===== src/rtl/fe_switch_sequencer_if.sv =====
// Serial setting bus used to program the front-end switch sequencer.
// Signals:
//   serial_addr    7-bit register address
//   serial_data    32-bit write data
//   serial_strobe  one-cycle write strobe
// Modports: master drives the bus (serial_io / testbench), slave receives it (sequencer).
interface fe_switch_sequencer_if;
    logic [6:0]  serial_addr;
    logic [31:0] serial_data;
    logic        serial_strobe;

    modport master (
        output serial_addr,
        output serial_data,
        output serial_strobe
    );

    modport slave (
        input serial_addr,
        input serial_data,
        input serial_strobe
    );
endinterface


===== src/rtl/fe_switch_sequencer.sv =====
// WSA1000 RF front-end retuning sequencer (adcclk domain).
// Blanks RX, applies RF switch / filter-bank / VCO latch-enable changes, then waits for the
// front end to settle before handing enable_rx back to rx_chain.
// Ports:
//   clock          adcclk
//   reset          synchronous, active-high
//   bus            serial setting bus (slave modport): CTRL and SETTLE register writes
//   enable_rx_in   enable_rx from master_control
//   vco_muxout     VCO lock detect (only used when FE_LOCK_WAIT_EN is defined)
//   enable_rx_out  enable_rx gated off while a sequence runs
//   vsw            {VSWD,VSWC,VSWB,VSWA}
//   filter_sel     {FILTER_A1,FILTER_A0}
//   vco_le         single-cycle VCO latch-enable pulse
//   busy           sequence in progress
//   status         readback word
// Optional feature macro: FE_LOCK_WAIT_EN -- after settling, wait for VCO lock (with timeout).
module fe_switch_sequencer #(
    parameter logic [6:0]  CTRL_ADDR      = 7'd64,
    parameter logic [6:0]  SETTLE_ADDR    = 7'd65,
    parameter int unsigned BLANK_CYCLES   = 2,
    parameter logic [15:0] SETTLE_DEFAULT = 16'd500
) (
    input  logic                         clock,
    input  logic                         reset,
    fe_switch_sequencer_if.slave         bus,
    input  logic                         enable_rx_in,
    input  logic                         vco_muxout,
    output logic                         enable_rx_out,
    output logic [3:0]                   vsw,
    output logic [1:0]                   filter_sel,
    output logic                         vco_le,
    output logic                         busy,
    output logic [31:0]                  status
);

    typedef enum logic [2:0] {
        StIdle   = 3'd0,
        StBlank  = 3'd1,
        StApply  = 3'd2,
        StSettle = 3'd3,
        StLock   = 3'd4
    } state_e;

    typedef struct packed {
        logic       vco_req;
        logic [1:0] filter;
        logic [3:0] vsw;
    } req_t;

    localparam logic [15:0] BlankLoad = 16'(BLANK_CYCLES);

    state_e      state_q, state_d;
    logic [15:0] cnt_q, cnt_d;
    logic [15:0] settle_q, settle_d;
    req_t        shadow_q, shadow_d;  // latest CTRL write
    req_t        run_q, run_d;        // request owned by the running sequence
    logic        pending_q, pending_d;
    logic        coal_q, coal_d;
    logic        lock_to_q, lock_to_d;
    logic [3:0]  vsw_q, vsw_d;
    logic [1:0]  filter_q, filter_d;

    logic ctrl_wr, settle_wr, busy_int;
    logic seq_done, start, lock_to_evt;

    assign ctrl_wr   = bus.serial_strobe && (bus.serial_addr == CTRL_ADDR);
    assign settle_wr = bus.serial_strobe && (bus.serial_addr == SETTLE_ADDR);
    assign busy_int  = (state_q != StIdle);

    always_comb begin
        state_d     = state_q;
        cnt_d       = cnt_q;
        settle_d    = settle_q;
        shadow_d    = shadow_q;
        run_d       = run_q;
        pending_d   = pending_q;
        coal_d      = coal_q;
        lock_to_d   = lock_to_q;
        vsw_d       = vsw_q;
        filter_d    = filter_q;
        seq_done    = 1'b0;
        start       = 1'b0;
        lock_to_evt = 1'b0;

        if (settle_wr) begin
            settle_d = bus.serial_data[15:0];
        end

        if (ctrl_wr) begin
            shadow_d = '{vco_req: bus.serial_data[8],
                         filter:  bus.serial_data[5:4],
                         vsw:     bus.serial_data[3:0]};
            if (busy_int) begin
                pending_d = 1'b1;
            end
            if (bus.serial_data[9]) begin
                coal_d    = 1'b0;
                lock_to_d = 1'b0;
            end
            // A clear that lands mid-sequence is itself a coalesced write.
            if (busy_int) begin
                coal_d = 1'b1;
            end
        end

        unique case (state_q)
            StIdle: begin
                if (ctrl_wr) begin
                    start = 1'b1;
                end
            end
            StBlank: begin
                if (cnt_q <= 16'd1) begin
                    state_d = StApply;
                end else begin
                    cnt_d = cnt_q - 16'd1;
                end
            end
            StApply: begin
                vsw_d    = run_q.vsw;
                filter_d = run_q.filter;
                if (settle_q == 16'd0) begin
`ifdef FE_LOCK_WAIT_EN
                    state_d = StLock;
                    cnt_d   = settle_q;
`else
                    seq_done = 1'b1;
`endif
                end else begin
                    state_d = StSettle;
                    cnt_d   = settle_q;
                end
            end
            StSettle: begin
                if (cnt_q <= 16'd1) begin
`ifdef FE_LOCK_WAIT_EN
                    state_d = StLock;
                    cnt_d   = settle_q;
`else
                    seq_done = 1'b1;
`endif
                end else begin
                    cnt_d = cnt_q - 16'd1;
                end
            end
`ifdef FE_LOCK_WAIT_EN
            StLock: begin
                // A count of 0 or 1 both mean this is the last allowed LOCK cycle.
                if (vco_muxout) begin
                    seq_done = 1'b1;
                end else if (cnt_q <= 16'd1) begin
                    seq_done    = 1'b1;
                    lock_to_evt = 1'b1;
                end else begin
                    cnt_d = cnt_q - 16'd1;
                end
            end
`endif
            default: begin
                state_d = StIdle;
            end
        endcase

        // A write in the exit cycle counts as pending: chain straight into BLANK.
        if (seq_done) begin
            if (pending_q || ctrl_wr) begin
                start = 1'b1;
            end else begin
                state_d = StIdle;
            end
        end

        if (start) begin
            state_d   = StBlank;
            cnt_d     = BlankLoad;
            pending_d = 1'b0;
            run_d     = shadow_d;
        end

        if (lock_to_evt) begin
            lock_to_d = 1'b1;
        end
    end

    always_ff @(posedge clock) begin
        if (reset) begin
            state_q   <= StIdle;
            cnt_q     <= '0;
            settle_q  <= SETTLE_DEFAULT;
            shadow_q  <= '0;
            run_q     <= '0;
            pending_q <= 1'b0;
            coal_q    <= 1'b0;
            lock_to_q <= 1'b0;
            vsw_q     <= '0;
            filter_q  <= '0;
        end else begin
            state_q   <= state_d;
            cnt_q     <= cnt_d;
            settle_q  <= settle_d;
            shadow_q  <= shadow_d;
            run_q     <= run_d;
            pending_q <= pending_d;
            coal_q    <= coal_d;
            lock_to_q <= lock_to_d;
            vsw_q     <= vsw_d;
            filter_q  <= filter_d;
        end
    end

    logic lock_bit, mux_bit;
`ifdef FE_LOCK_WAIT_EN
    assign lock_bit = lock_to_q;
    assign mux_bit  = vco_muxout;
`else
    assign lock_bit = 1'b0;
    assign mux_bit  = 1'b0;
`endif

    logic unused_bits;
    assign unused_bits = ^{bus.serial_data[31:16], vco_muxout, lock_to_q};

    assign enable_rx_out = enable_rx_in && !busy_int;
    assign busy          = busy_int;
    assign vsw           = vsw_q;
    assign filter_sel    = filter_q;
    assign vco_le        = (state_q == StApply) && run_q.vco_req;
    assign status        = {lock_bit, coal_q, 3'b000, state_q, 6'b000000,
                            mux_bit, pending_q, 2'b00, filter_q, vsw_q, 8'h00};

endmodule

===== src/flat_wrapper.sv =====
// flat-port wrapper written by rule: the top's interface ports become plain ports
module fe_switch_sequencer_flat 
#(
    parameter logic [6:0]  CTRL_ADDR      = 7'd64,
    parameter logic [6:0]  SETTLE_ADDR    = 7'd65,
    parameter int unsigned BLANK_CYCLES   = 2,
    parameter logic [15:0] SETTLE_DEFAULT = 16'd500
)
  (clock, reset, enable_rx_in, vco_muxout, enable_rx_out, vsw, filter_sel, vco_le, busy, status, bus_serial_addr, bus_serial_data, bus_serial_strobe);
  fe_switch_sequencer_if bus_i ();
  input  logic clock;
  input  logic reset;
  input  logic enable_rx_in;
  input  logic vco_muxout;
  output logic enable_rx_out;
  output logic [3:0] vsw;
  output logic [1:0] filter_sel;
  output logic vco_le;
  output logic busy;
  output logic [31:0] status;
  input wire logic [$bits(bus_i.serial_addr)-1:0] bus_serial_addr;
  input wire logic [$bits(bus_i.serial_data)-1:0] bus_serial_data;
  input wire logic [$bits(bus_i.serial_strobe)-1:0] bus_serial_strobe;
  assign bus_i.serial_addr = bus_serial_addr;
  assign bus_i.serial_data = bus_serial_data;
  assign bus_i.serial_strobe = bus_serial_strobe;
  fe_switch_sequencer #(.CTRL_ADDR(CTRL_ADDR), .SETTLE_ADDR(SETTLE_ADDR), .BLANK_CYCLES(BLANK_CYCLES), .SETTLE_DEFAULT(SETTLE_DEFAULT)) u_core (.clock(clock), .reset(reset), .bus(bus_i), .enable_rx_in(enable_rx_in), .vco_muxout(vco_muxout), .enable_rx_out(enable_rx_out), .vsw(vsw), .filter_sel(filter_sel), .vco_le(vco_le), .busy(busy), .status(status));
endmodule

===== config.mk =====
export PLATFORM = sky130hd
export DESIGN_NAME = fe_switch_sequencer_flat
export DESIGN_NICKNAME = d
export VERILOG_FILES = /design/src/rtl/fe_switch_sequencer_if.sv /design/src/rtl/fe_switch_sequencer.sv /design/src/flat_wrapper.sv
export SDC_FILE = /design/constraint.sdc
export NUM_CORES = 1
export LEC_CHECK = 0
export ABC_AREA = 1
export CELL_PAD_IN_SITES_DETAIL_PLACEMENT = 1
export CELL_PAD_IN_SITES_GLOBAL_PLACEMENT = 1
export CORE_AREA = 4 4 127 93
export CTS_CLUSTER_DIAMETER = 30
export DETAILED_ROUTE_END_ITERATION = 10
export DIE_AREA = 0 0 131 97
export GPL_TIMING_DRIVEN = 0
export PLACE_DENSITY_LB_ADDON = 0.1
export SETUP_SLACK_MARGIN = 0.2
export SLEW_MARGIN = 20
export SYNTH_ARGS = -nofsm -noshare
export SYNTH_HDL_FRONTEND = slang
export SYNTH_SLANG_ARGS = --single-unit
export TNS_END_PERCENT = 100

===== constraint.sdc =====
create_clock -name clock -period 1.44 [get_ports clock]
set_clock_uncertainty 0.05 [all_clocks]
set_input_delay 0.288 -clock clock [delete_from_list [all_inputs] [get_ports clock]]
set_output_delay 0.288 -clock clock [all_outputs]
set_load 0.03 [all_outputs]

==> results.toml <==
[final_layout]
postLayoutCoreUtil = 0.446
layout.nets = 624
drive_gt1_frac = 0.347
diodes = 0
n_fill_cell = 1352
area_delta_synth_final_pct = 53.0
multi_input_area_um2 = 1760
regArea_um2 = 1170

[synth]
synth_top_area_frac = 0.366
synthAdderAreaFrac = 0.00803
synth_xor_xnor_area_share = 0
synthTopCellsByArea = "dfxtp_1 (37%), nand2_1 (13%), buf_4 (8.2%)"
synth.most_common_cell = "nand2_1"
ys_ff_latch = 57
syn_inst = 468
async_flop_share = 0
ys_top_cells_by_count = "nand2_1 (109), dfxtp_1 (57), inv_1 (56)"
ys_seq_area_frac = 0.366
synth_edf_count = 0
synth_compound_area_frac = 0.123
syn_area_um2 = 3120
yosys_warnings = 0
synthDistinctLibCells = 27
ys.flop_type = "dfxtp_1"
synthSimpleGateAreaFrac = 0.329
muxShareOfSynthArea = 0
synth.avg_cell_area_um2 = 6.66
synth_top_family_by_area = "simple AND/OR/NAND/NOR gates"
synth_top_cell_by_area = "dfxtp_1"

[floorplan]
rows = 32
core_um2 = 10700
die_w_um = 131
start_util = 0.291
die_y_um = 97
io_pins = 85
die-area_um2 = 12700

[sta]
fmax_mhz = 592
worstMarginPinSlew_ns = 0.518
setup_viol = 28
holdWs_ns = 0.337
fin_crit_ns = 1.69
slew-limit-headroom = 0.655
post-route-period-util = 1.17
worst_slack_ns = -0.250
maxSlewViolCount = 0
rsz0062_at_grt = "yes"
finalHoldViolCount = 0

[global_routing]
grt_usage = 0.181
top_usage_layer = "met1"
grt_pass1_vias = 3360
grt_start_max_net_pins = 11
grt_use_met2 = 0.257
grt_antenna_before_repair = 0
grt_pass1_wl_mm = 17.7
grtUsageMet1 = 0.274
grt_util_met3 = 0.0458
grt_overflow = 0

[route]
drt_first_pass_iters = 4
via_count = 3362
drt_iter0_markers = 129
drcViolationCount = 0
drt_wl_total_mm = 11.4
ant_nets = 0
routedWlPerCell_um = 15.8
viasPerCell = 4.68

[clocking]
clk_pin_slew_ns = 0.05
clock_latency_ns = 0.33
hold_buffers = 0
cts-root-buf = "clkbuf_16"
htree_levels = 3
numCtsBuffers = 9
cts_sinks = 57
ctsLongestPathBuffers = 2
cts_tree = "built"

[critical_path]
arrival_ns = 1.86
reg2reg_slack_ns = -0.25
critPathLaunch = "u_core.cnt_q[1]"
crit_fanout = 6
cp.required_ns = 1.61
startpoint_type = "register"
r2r-start = "u_core.cnt_q[1]"
path_class = "reg -> reg"
ff2ff_path_depth = 13
crit_end = "u_core.cnt_q[2]"
end_kind = "register"
rr_endpoint = "u_core.cnt_q[2]"

[run]
maxCapViolations = 0

[status]
status = "finished, violations left"
violations = "setup timing"

[hold_path]
hp-class = "in -> reg"
worstHoldStart = "bus_serial_addr[0]"

[power_and_ir_drop]
ir_drop_v = 0.000488
leakage_nw = 2.35
power_density_nw_per_um2 = 841

[place]
hpwl_mm = 8.07
gp_congestion = 0.797
port_buffers = 46
-- power by group --
part / internal, mW / switching [mW]
Clock: 1.35 / 0.739
Sequential: 1.58 / 0.00385
Combinational: 0.146 / 0.196
-- what timing repair did --
action	4_1_cts	5_1_grt
resized for setup	213	57
pin swaps	16	16
endpoints found under the setup margin	76	70
setup buffers	14	14
cloned	2	2
-- placed cells by master (no fill, tap or decap), drive strengths merged --
master         netlist  routed
nor2                57      57
nand3b               2       2
o31ai                1       1
clkbuf               7      23
inv                 60      60
o211ai               5       5
clkdlybuf4s50        0      18
nor3                 6       6
conb                 1      22
nand3               46      46
clkinv               0       2
o21ai               32      32
dfxtp               57      57
buf                 38      95
nand4                3       3
a21oi               35      35
nand2              116     116
ha                   2       2
-- state kept, by name, summed over array words and instances (netlist names) --
| signal | flops |
|---|---|
| u_core.cnt_q | 16 |
| u_core.run_q | 7 |
| u_core.settle_q | 16 |
| u_core.coal_q | 1 |
| u_core.pending_q | 1 |
| u_core.shadow_q | 7 |
| u_core.state_q | 3 |
| u_core.vsw | 4 |
| u_core.filter_sel | 2 |
-- how the worst min path moves through the flow --
stage | slack, ns | depth (start not counted) | to
floorplan | 0.37 | 2 | u_core.shadow_q[3]
detailed placement | 0.41 | 2 | u_core.filter_sel[0]
finish | 0.34 | 4 | u_core.settle_q[4]
CTS | 0.41 | 2 | u_core.vsw[0]
global route | 0.37 | 4 | u_core.settle_q[2]
global placement | 0.39 | 2 | u_core.vsw[1]
-- layer usage --
layer,part of all wire,up-vias
li1,-,1660
met1,0.52,1624
met2,0.43,71
met3,0.050,7
met4,0.0070,0
met5,0,-
-- layout make-up --
cell class                      count  share of cell area
Clock buffer                       13              0.0591
Timing Repair Buffer               78               0.152
Tap cell                          136              0.0357
Sequential cell                    57               0.245
Buffer                             45              0.0885
Inverter                           60              0.0483
Clock inverter                      2             0.00210
Multi-Input combinational cell    327               0.369
-- critical path, cell delays in order, from the launching register on --
cell     delay [ns]
dfxtp_2        0.33
inv_2          0.09
ha_4           0.14
inv_2          0.04
nand2_2        0.07
nand2_2        0.06
nor2_4         0.13
nand3_2        0.10
nand2_4        0.09
nand2_4        0.07
nand3_4        0.09
buf_8          0.14
buf_12         0.13
a21oi_1        0.04
-- kinds of logic (layout without fill, tap and decap cells) --
logic type               after synthesis  count (layout)
buffers and inverters                105             198
adder cells (fa/ha/maj)                2               2
AO/OA/AOI/OAI                         73              73
AND/OR/NAND/NOR                      230             230
other                                  1              22
flip-flops                            57              57
-- metrics by stage --
| step | setup WS, ns | instances | power, mW | instance area [um^2] | TNS, ns |
|---|---|---|---|---|---|
| floorplan | -0.0791 | 489 | 1.80 | 3260 | -0.599 |
| global placement | -0.792 | 671 | 1.92 | 3890 | -31.18 |
| detailed placement | -0.833 | 671 | 1.92 | 3890 | -32.89 |
| CTS | -0.223 | 702 | 4.03 | 4490 | -5.28 |
| global route | -0.325 | 718 | 4.14 | 4770 | -8.02 |
| finish | -0.250 | 718 | 4.01 | 4770 | -5.69 |
No activity file was read; power rests on OpenSTA's default activity.
